--- src/rtl/johnson_phase_pkg.sv ---
// Shared types and helpers for the Johnson ring phase monitor.
// Optional build macro consumed by the top: JOHNSON_PHASE_MONITOR_SYNC_EN.
package johnson_phase_pkg;

  localparam int unsigned MaxStages = 32;
  localparam int unsigned CntWidth  = 4;

  typedef enum logic [1:0] {
    StUnlocked = 2'd0,
    StLocking  = 2'd1,
    StLocked   = 2'd2
  } lock_state_e;

  typedef enum logic [1:0] {
    TrAdv  = 2'd0,
    TrHold = 2'd1,
    TrBad  = 2'd2
  } trans_e;

  // Code k of an n-stage ring: k ones filling from bit 0, then zeros filling from bit 0.
  function automatic logic [MaxStages-1:0] johnson_encode(input int unsigned k,
                                                          input int unsigned n);
    logic [MaxStages-1:0] code;
    code = '0;
    for (int unsigned b = 0; b < MaxStages; b++) begin
      if (b < n) begin
        if (k <= n) code[b] = (b < k);
        else        code[b] = (b >= k - n);
      end
    end
    return code;
  endfunction

endpackage

--- src/rtl/johnson_decode.sv ---
// Combinational decode of an N-bit Johnson ring state into (legal, phase index).
module johnson_decode
  import johnson_phase_pkg::*;
#(
  parameter int unsigned N    = 2,
  parameter int unsigned IdxW = $clog2(2 * N)
) (
  input  logic [N-1:0]    code_i,
  output logic            legal_o,
  output logic [IdxW-1:0] idx_o
);

  always_comb begin
    legal_o = 1'b0;
    idx_o   = '0;
    for (int unsigned k = 0; k < 2 * N; k++) begin
      if (MaxStages'(code_i) == johnson_encode(k, N)) begin
        legal_o = 1'b1;
        idx_o   = IdxW'(k);
      end
    end
  end

endmodule

--- src/rtl/johnson_phase_monitor.sv ---
// Johnson ring phase monitor: decode, successor check, lock FSM, revolution count, sticky error.
// Define JOHNSON_PHASE_MONITOR_SYNC_EN to insert a two-flop synchroniser ahead of stage 1.
module johnson_phase_monitor
  import johnson_phase_pkg::*;
#(
  parameter int unsigned N          = 2,
  parameter int unsigned LOCK_COUNT = 4,
  parameter int unsigned REV_WIDTH  = 8
) (
  input  logic                 CLK,
  input  logic                 RESETN,
  input  logic [N-1:0]         I,
  output logic [2*N-1:0]       PHASE,
  output logic                 LOCKED,
  output logic                 WRAP,
  output logic [REV_WIDTH-1:0] REV,
  output logic                 ERR,
  input  logic                 ERR_CLR
);

  localparam int unsigned Phases = 2 * N;
  localparam int unsigned IdxW   = $clog2(Phases);
  localparam logic [IdxW-1:0]     LastIdx = IdxW'(Phases - 1);
  localparam logic [CntWidth-1:0] LockCnt = CntWidth'(LOCK_COUNT);

  logic [N-1:0] stage_in;
  logic [N-1:0] s1_q;

`ifdef JOHNSON_PHASE_MONITOR_SYNC_EN
  logic [N-1:0] sync1_q, sync2_q;

  always_ff @(posedge CLK or negedge RESETN) begin
    if (!RESETN) begin
      sync1_q <= '0;
      sync2_q <= '0;
    end else begin
      sync1_q <= I;
      sync2_q <= sync1_q;
    end
  end

  assign stage_in = sync2_q;
`else
  assign stage_in = I;
`endif

  always_ff @(posedge CLK or negedge RESETN) begin
    if (!RESETN) s1_q <= '0;
    else         s1_q <= stage_in;
  end

  logic            legal;
  logic [IdxW-1:0] idx;

  johnson_decode #(
    .N    (N),
    .IdxW (IdxW)
  ) u_decode (
    .code_i  (s1_q),
    .legal_o (legal),
    .idx_o   (idx)
  );

  lock_state_e            state_q, state_d;
  logic [CntWidth-1:0]    cnt_q, cnt_d;
  logic [IdxW-1:0]        prev_idx_q, prev_idx_d;
  logic                   prev_valid_q, prev_valid_d;
  logic [Phases-1:0]      phase_q, phase_d;
  logic                   wrap_q, wrap_d;
  logic [REV_WIDTH-1:0]   rev_q, rev_d;
  logic                   err_q, err_d;
  logic [IdxW-1:0]        adv_idx;
  trans_e                 trans;

  assign adv_idx = (prev_idx_q == LastIdx) ? '0 : prev_idx_q + 1'b1;

  // The first legal code after reset or an illegal code only seeds prev; treat it as HOLD.
  always_comb begin
    trans = TrBad;
    if (legal) begin
      if (!prev_valid_q || idx == prev_idx_q) trans = TrHold;
      else if (idx == adv_idx)                trans = TrAdv;
    end
  end

  always_comb begin
    state_d = state_q;
    cnt_d   = cnt_q;
    unique case (state_q)
      StUnlocked, StLocking: begin
        if (trans == TrAdv) begin
          cnt_d   = cnt_q + 1'b1;
          state_d = (cnt_d >= LockCnt) ? StLocked : StLocking;
        end else if (trans == TrBad) begin
          state_d = StUnlocked;
          cnt_d   = '0;
        end
      end
      StLocked: begin
        if (trans == TrBad) begin
          state_d = StUnlocked;
          cnt_d   = '0;
        end
      end
      default: begin
        state_d = StUnlocked;
        cnt_d   = '0;
      end
    endcase
  end

  always_comb begin
    prev_idx_d   = legal ? idx : prev_idx_q;
    prev_valid_d = legal;
    phase_d      = '0;
    if (state_d == StLocked && legal) begin
      phase_d = {{(Phases - 1){1'b0}}, 1'b1} << idx;
    end
    wrap_d = (state_d == StLocked) && (trans == TrAdv) && (idx == '0);
    rev_d  = rev_q + REV_WIDTH'(wrap_d);
    // A violation in the same cycle as a clear request keeps the flag set.
    err_d  = ERR_CLR ? 1'b0 : err_q;
    if (state_q == StLocked && trans == TrBad) err_d = 1'b1;
  end

  always_ff @(posedge CLK or negedge RESETN) begin
    if (!RESETN) begin
      state_q      <= StUnlocked;
      cnt_q        <= '0;
      prev_idx_q   <= '0;
      prev_valid_q <= 1'b0;
      phase_q      <= '0;
      wrap_q       <= 1'b0;
      rev_q        <= '0;
      err_q        <= 1'b0;
    end else begin
      state_q      <= state_d;
      cnt_q        <= cnt_d;
      prev_idx_q   <= prev_idx_d;
      prev_valid_q <= prev_valid_d;
      phase_q      <= phase_d;
      wrap_q       <= wrap_d;
      rev_q        <= rev_d;
      err_q        <= err_d;
    end
  end

  assign PHASE  = phase_q;
  assign LOCKED = (state_q == StLocked);
  assign WRAP   = wrap_q;
  assign REV    = rev_q;
  assign ERR    = err_q;

endmodule

--- config.mk ---
export PLATFORM = sky130hd
export DESIGN_NAME = johnson_phase_monitor
export DESIGN_NICKNAME = d
export VERILOG_FILES = /design/src/rtl/johnson_phase_pkg.sv /design/src/rtl/johnson_decode.sv /design/src/rtl/johnson_phase_monitor.sv
export SDC_FILE = /design/constraint.sdc
export NUM_CORES = 1
export LEC_CHECK = 0
export BUFFER_PORTS_ARGS = -buffer_cell sky130_fd_sc_hd__buf_4
export CORE_MARGIN = 4
export CORE_UTILIZATION = 26
export CTS_BUF_LIST = sky130_fd_sc_hd__clkbuf_8
export DETAILED_ROUTE_END_ITERATION = 6
export PLACE_DENSITY_LB_ADDON = 0.3
export SLEW_MARGIN = 20
export SYNTH_ARGS = -nofsm -noshare
export SYNTH_HDL_FRONTEND = slang
export SYNTH_SLANG_ARGS = --single-unit
export TNS_END_PERCENT = 50
--- constraint.sdc ---
create_clock -name CLK -period 3.8 [get_ports CLK]
set_input_delay 0.19 -clock CLK [delete_from_list [all_inputs] [get_ports CLK]]
set_output_delay 0.19 -clock CLK [all_outputs]
set_load 0.02 [all_outputs]
==> metrics.md <==
| Metric | Value |
|---|---|
| CTS sink cnt | `25` |
| Ant diodes | `0` |
| Initial core utilization | `0.268` |
| Routed wire per std cell | `12.1 um` |
| Average vias per placed instance | `4.52` |
| Number of cells on the worst reg-to-reg path | `11` |
| Cell type contributing the most total cell area after synthesis | `sky130_fd_sc_hd__dfrtp_1` |
| Via count | `864` |
| Leak Pwr | `0.752 nW` |
| Share of final-layout standard cells stronger than drive strength 1 | `0.241` |
| Hold Vio Cnt, Final | `0` |
| Slack of the worst reg-to-reg path | `990 ps` |
| Count of placed standard cells including taps | `186` |
| Cell types with the largest area share after synthesis | `sky130_fd_sc_hd__dfrtp_1 50%, sky130_fd_sc_hd__ha_1 9.9%, sky130_fd_sc_hd__xnor2_1 3.5%` |
| Post-CTS resize count | `0` |
| Number of violations of the max-capacitance limit | `0` |
| Pin count of the biggest net entering global routing | `26` |
| Final layout net count | `153` |
| Die width | `77.6 um` |
| Number of port buffers | `19` |
| Rel. slew slack | `0.619` |
| Post-synthesis instance total | `115` |
| Capturing point of the worst reg2reg path | `REV[6]` |
| Final critical delay including setup and external delays | `2810 ps` |
| Post-synthesis cell type count | `34` |
| Post-synthesis sequential area ratio | `0.497` |
| GPL Wtd Cong | `0.722` |
| Maximum level of the CTS H-tree | `1` |
| Post-synth top flop | `sky130_fd_sc_hd__dfrtp_1` |
| Most frequent standard cell in the layout excluding fill and tap cells | `sky130_fd_sc_hd__dfrtp_1` |
| Area growth from synthesis to layout | `20.6%` |
| Final worst clock skew | `3.76 ps` |
| Ports | `20` |
| Maximum fanout encountered on the critical timing path | `7` |
| Warnings, synthesis | `0` |
| Worst-case hold slack | `25.9 ps` |
| Achievable Freq | `356 MHz` |
| Endpoint, Worst Hold | `s1_q[1]` |
| Data arrival time of the worst path | `2970 ps` |
| Post-route total power | `0.527 mW` |
| Mapped Area | `1260 um^2` |
| Total clock buffers created by CTS | `3` |
| Number of rows created at floorplan | `25` |
| Critical path class | `reg -> reg` |
| Status | `complete, no violations` |
| Cell depth of the worst min-delay path | `1` |
| Commonest cells after routing, fill and taps aside | `25 x sky130_fd_sc_hd__dfrtp_1, 19 x sky130_fd_sc_hd__buf_4, 11 x sky130_fd_sc_hd__nand2_1` |
| CP Capture Type | `flip-flop` |
| Setup TNS after final layout | `0 ps` |
| Antenna violations before repair | `0` |
| Number of DRC markers after the initial detailed-route iteration | `58` |
| Bufs on Longest Clock Path | `2` |
| TritonRoute pass-1 iters | `4` |
| Post-route antenna net violation count | `0` |
| RSZ-0062 raised after global routing | `false` |
| Combined flip-flop and latch cell area | `626 um^2` |
| CP Launch Type | `flip-flop` |
| Data required, critical path | `3960 ps` |
| CTS tree | `built` |
| Post-route cell area | `1520 um^2` |
| Part of the cycle the worst path needs | `0.740` |
| Multi-input gate area in the final layout | `592 um^2` |
| Layout Cells excl Fill | `191` |
| Total half-perimeter wirelength after legalization and detailed placement | `1750 um` |
| Overall Global Routing Usage | `0.0857` |
| Post-synthesis sequential element count | `25` |
| Tightest Hold Check Type | `in -> reg` |
| Synth async-reset ratio | `1.00` |
| Number of nets produced by synthesis | `130` |
| Reg clk slew, reported paths | `80 ps` |
| Slew at the pin closest to its max-slew limit | `568 ps` |
| Setup-failing EPs final | `0` |
| Die Height | `77.6 um` |
| Floorplan die area | `6020 um^2` |
| Number of fillers in the final layout | `472` |
| Source-to-sink clock delay at the later pin of the worst-skew pair | `270 ps` |
| Sum of routed wire length over all layers | `2310 um` |
| Post-synthesis area per instance | `10.9 um^2` |
| Number of enable-type register cells in the synthesized netlist | `0` |
| Post-detailed-route DRC marker count | `0` |
| Root buffer cell | `sky130_fd_sc_hd__clkbuf_8` |
| Worst IR Drop VDD | `0.000159 V` |
| Core box area | `4690 um^2` |
| Fraction of synthesized cell area taken by the top area cell type | `0.497` |
| Number of max-slew violations in the final report | `0` |
| Congestion Overflow GR | `0` |
| Launch point of the worst reg-to-reg path | `s1_q[0]` |
| Cell area after placement | `1460 um^2` |
| Power Dens Cells | `348 nW/um^2` |
| Hold wc startpoint | `I[1]` |
| First-pass GRT wire length | `4170 um` |
| Number of global-route vias before repair | `878` |
==> cells in the mapped netlist (2+ instances only) <==
cell type / count
sky130_fd_sc_hd__ha_1: 10
sky130_fd_sc_hd__xor2_1: 3
sky130_fd_sc_hd__inv_1: 9
sky130_fd_sc_hd__nor2b_1: 2
sky130_fd_sc_hd__nand3_1: 4
sky130_fd_sc_hd__or3_1: 3
sky130_fd_sc_hd__a22oi_1: 2
sky130_fd_sc_hd__nor2_1: 3
sky130_fd_sc_hd__nand2b_1: 2
sky130_fd_sc_hd__dfrtp_1: 25
sky130_fd_sc_hd__nor3_1: 8
sky130_fd_sc_hd__clkbuf_1: 2
sky130_fd_sc_hd__xnor2_1: 5
sky130_fd_sc_hd__mux2i_1: 2
sky130_fd_sc_hd__nand4_1: 2
sky130_fd_sc_hd__and4_1: 2
sky130_fd_sc_hd__o21ai_0: 4
sky130_fd_sc_hd__nand2_1: 11
==> logic make-up after synthesis <==
family,count (synthesis),share of synthesized area
compound gates,17,0.110
xor+xnor,8,0.0557
fa+ha+maj,10,0.0994
buf+inv,11,0.0328
flops,25,0.497
mux,2,0.0159
simple gates,42,0.189
==> through the flow <==
step                utilization  setup WS (ps)
global placement          0.311           1110
finish                    0.323            988
CTS                       0.323            996
global route              0.323            737
detailed placement        0.311           1010
floorplan                     -           1320
==> how the worst max path moves through the flow <==
stage	to	depth (start not counted)	slack, ps	startpoint
5_1_grt	REV[6]	11	740	s1_q[0]
6_report	REV[6]	11	990	s1_q[0]
3_3_place_gp	REV[6]	11	1110	s1_q[1]
3_5_place_dp	REV[6]	11	1010	s1_q[0]
4_1_cts	REV[6]	11	1000	s1_q[0]
2_1_floorplan	REV[6]	11	1320	s1_q[0]
==> flip-flops by register name, summed over array words and instances (netlist names) <==
name / count
WRAP: 1
REV: 8
state_q: 2
ERR: 1
s1_q: 2
PHASE: 4
prev_idx_q: 2
cnt_q: 4
prev_valid_q: 1
==> power breakdown <==
group | total (mW) | switching (mW) | internal [mW]
Clock | 0.154 | 0.0809 | 0.0733
Sequential | 0.289 | 0.0116 | 0.277
Combinational | 0.0845 | 0.0487 | 0.0358
Total | 0.527 | 0.141 | 0.386
==> what timing repair did <==
action                                 in CTS  in global routing
endpoints found under the hold margin      25                  0
hold buffers                                1                  0
setup buffers                               0                  0
==> final cells by class <==
class | instances | area share
flip-flops and latches | 25 | 0.412
multi-input cells | 79 | 0.390
repair buffers | 20 | 0.101
well taps | 54 | 0.0445
clock buffers | 3 | 0.0272
inverters | 9 | 0.0223
clock inverters | 1 | 0.00330
==> metal layers <==
layer / up-vias / wire [um] / GRT usage
met3: 2 / 134 / 0.0278
li1: 438 / - / -
met5: - / 0 / 0
met1: 405 / 1000 / 0.106
met4: 0 / 23 / 0.0320
met2: 19 / 1150 / 0.138
==> worst max-delay path: stages (launching register included) <==
cell	delay, ps
sky130_fd_sc_hd__dfrtp_1	410
sky130_fd_sc_hd__inv_1	100
sky130_fd_sc_hd__ha_1	270
sky130_fd_sc_hd__nor3_1	250
sky130_fd_sc_hd__o211ai_2	120
sky130_fd_sc_hd__nor3_1	460
sky130_fd_sc_hd__and4_1	310
sky130_fd_sc_hd__ha_1	190
sky130_fd_sc_hd__ha_1	180
sky130_fd_sc_hd__and3_1	190
sky130_fd_sc_hd__nand3_1	100
sky130_fd_sc_hd__xnor2_1	130
Note: power is estimated with default switching activity, not from simulation.
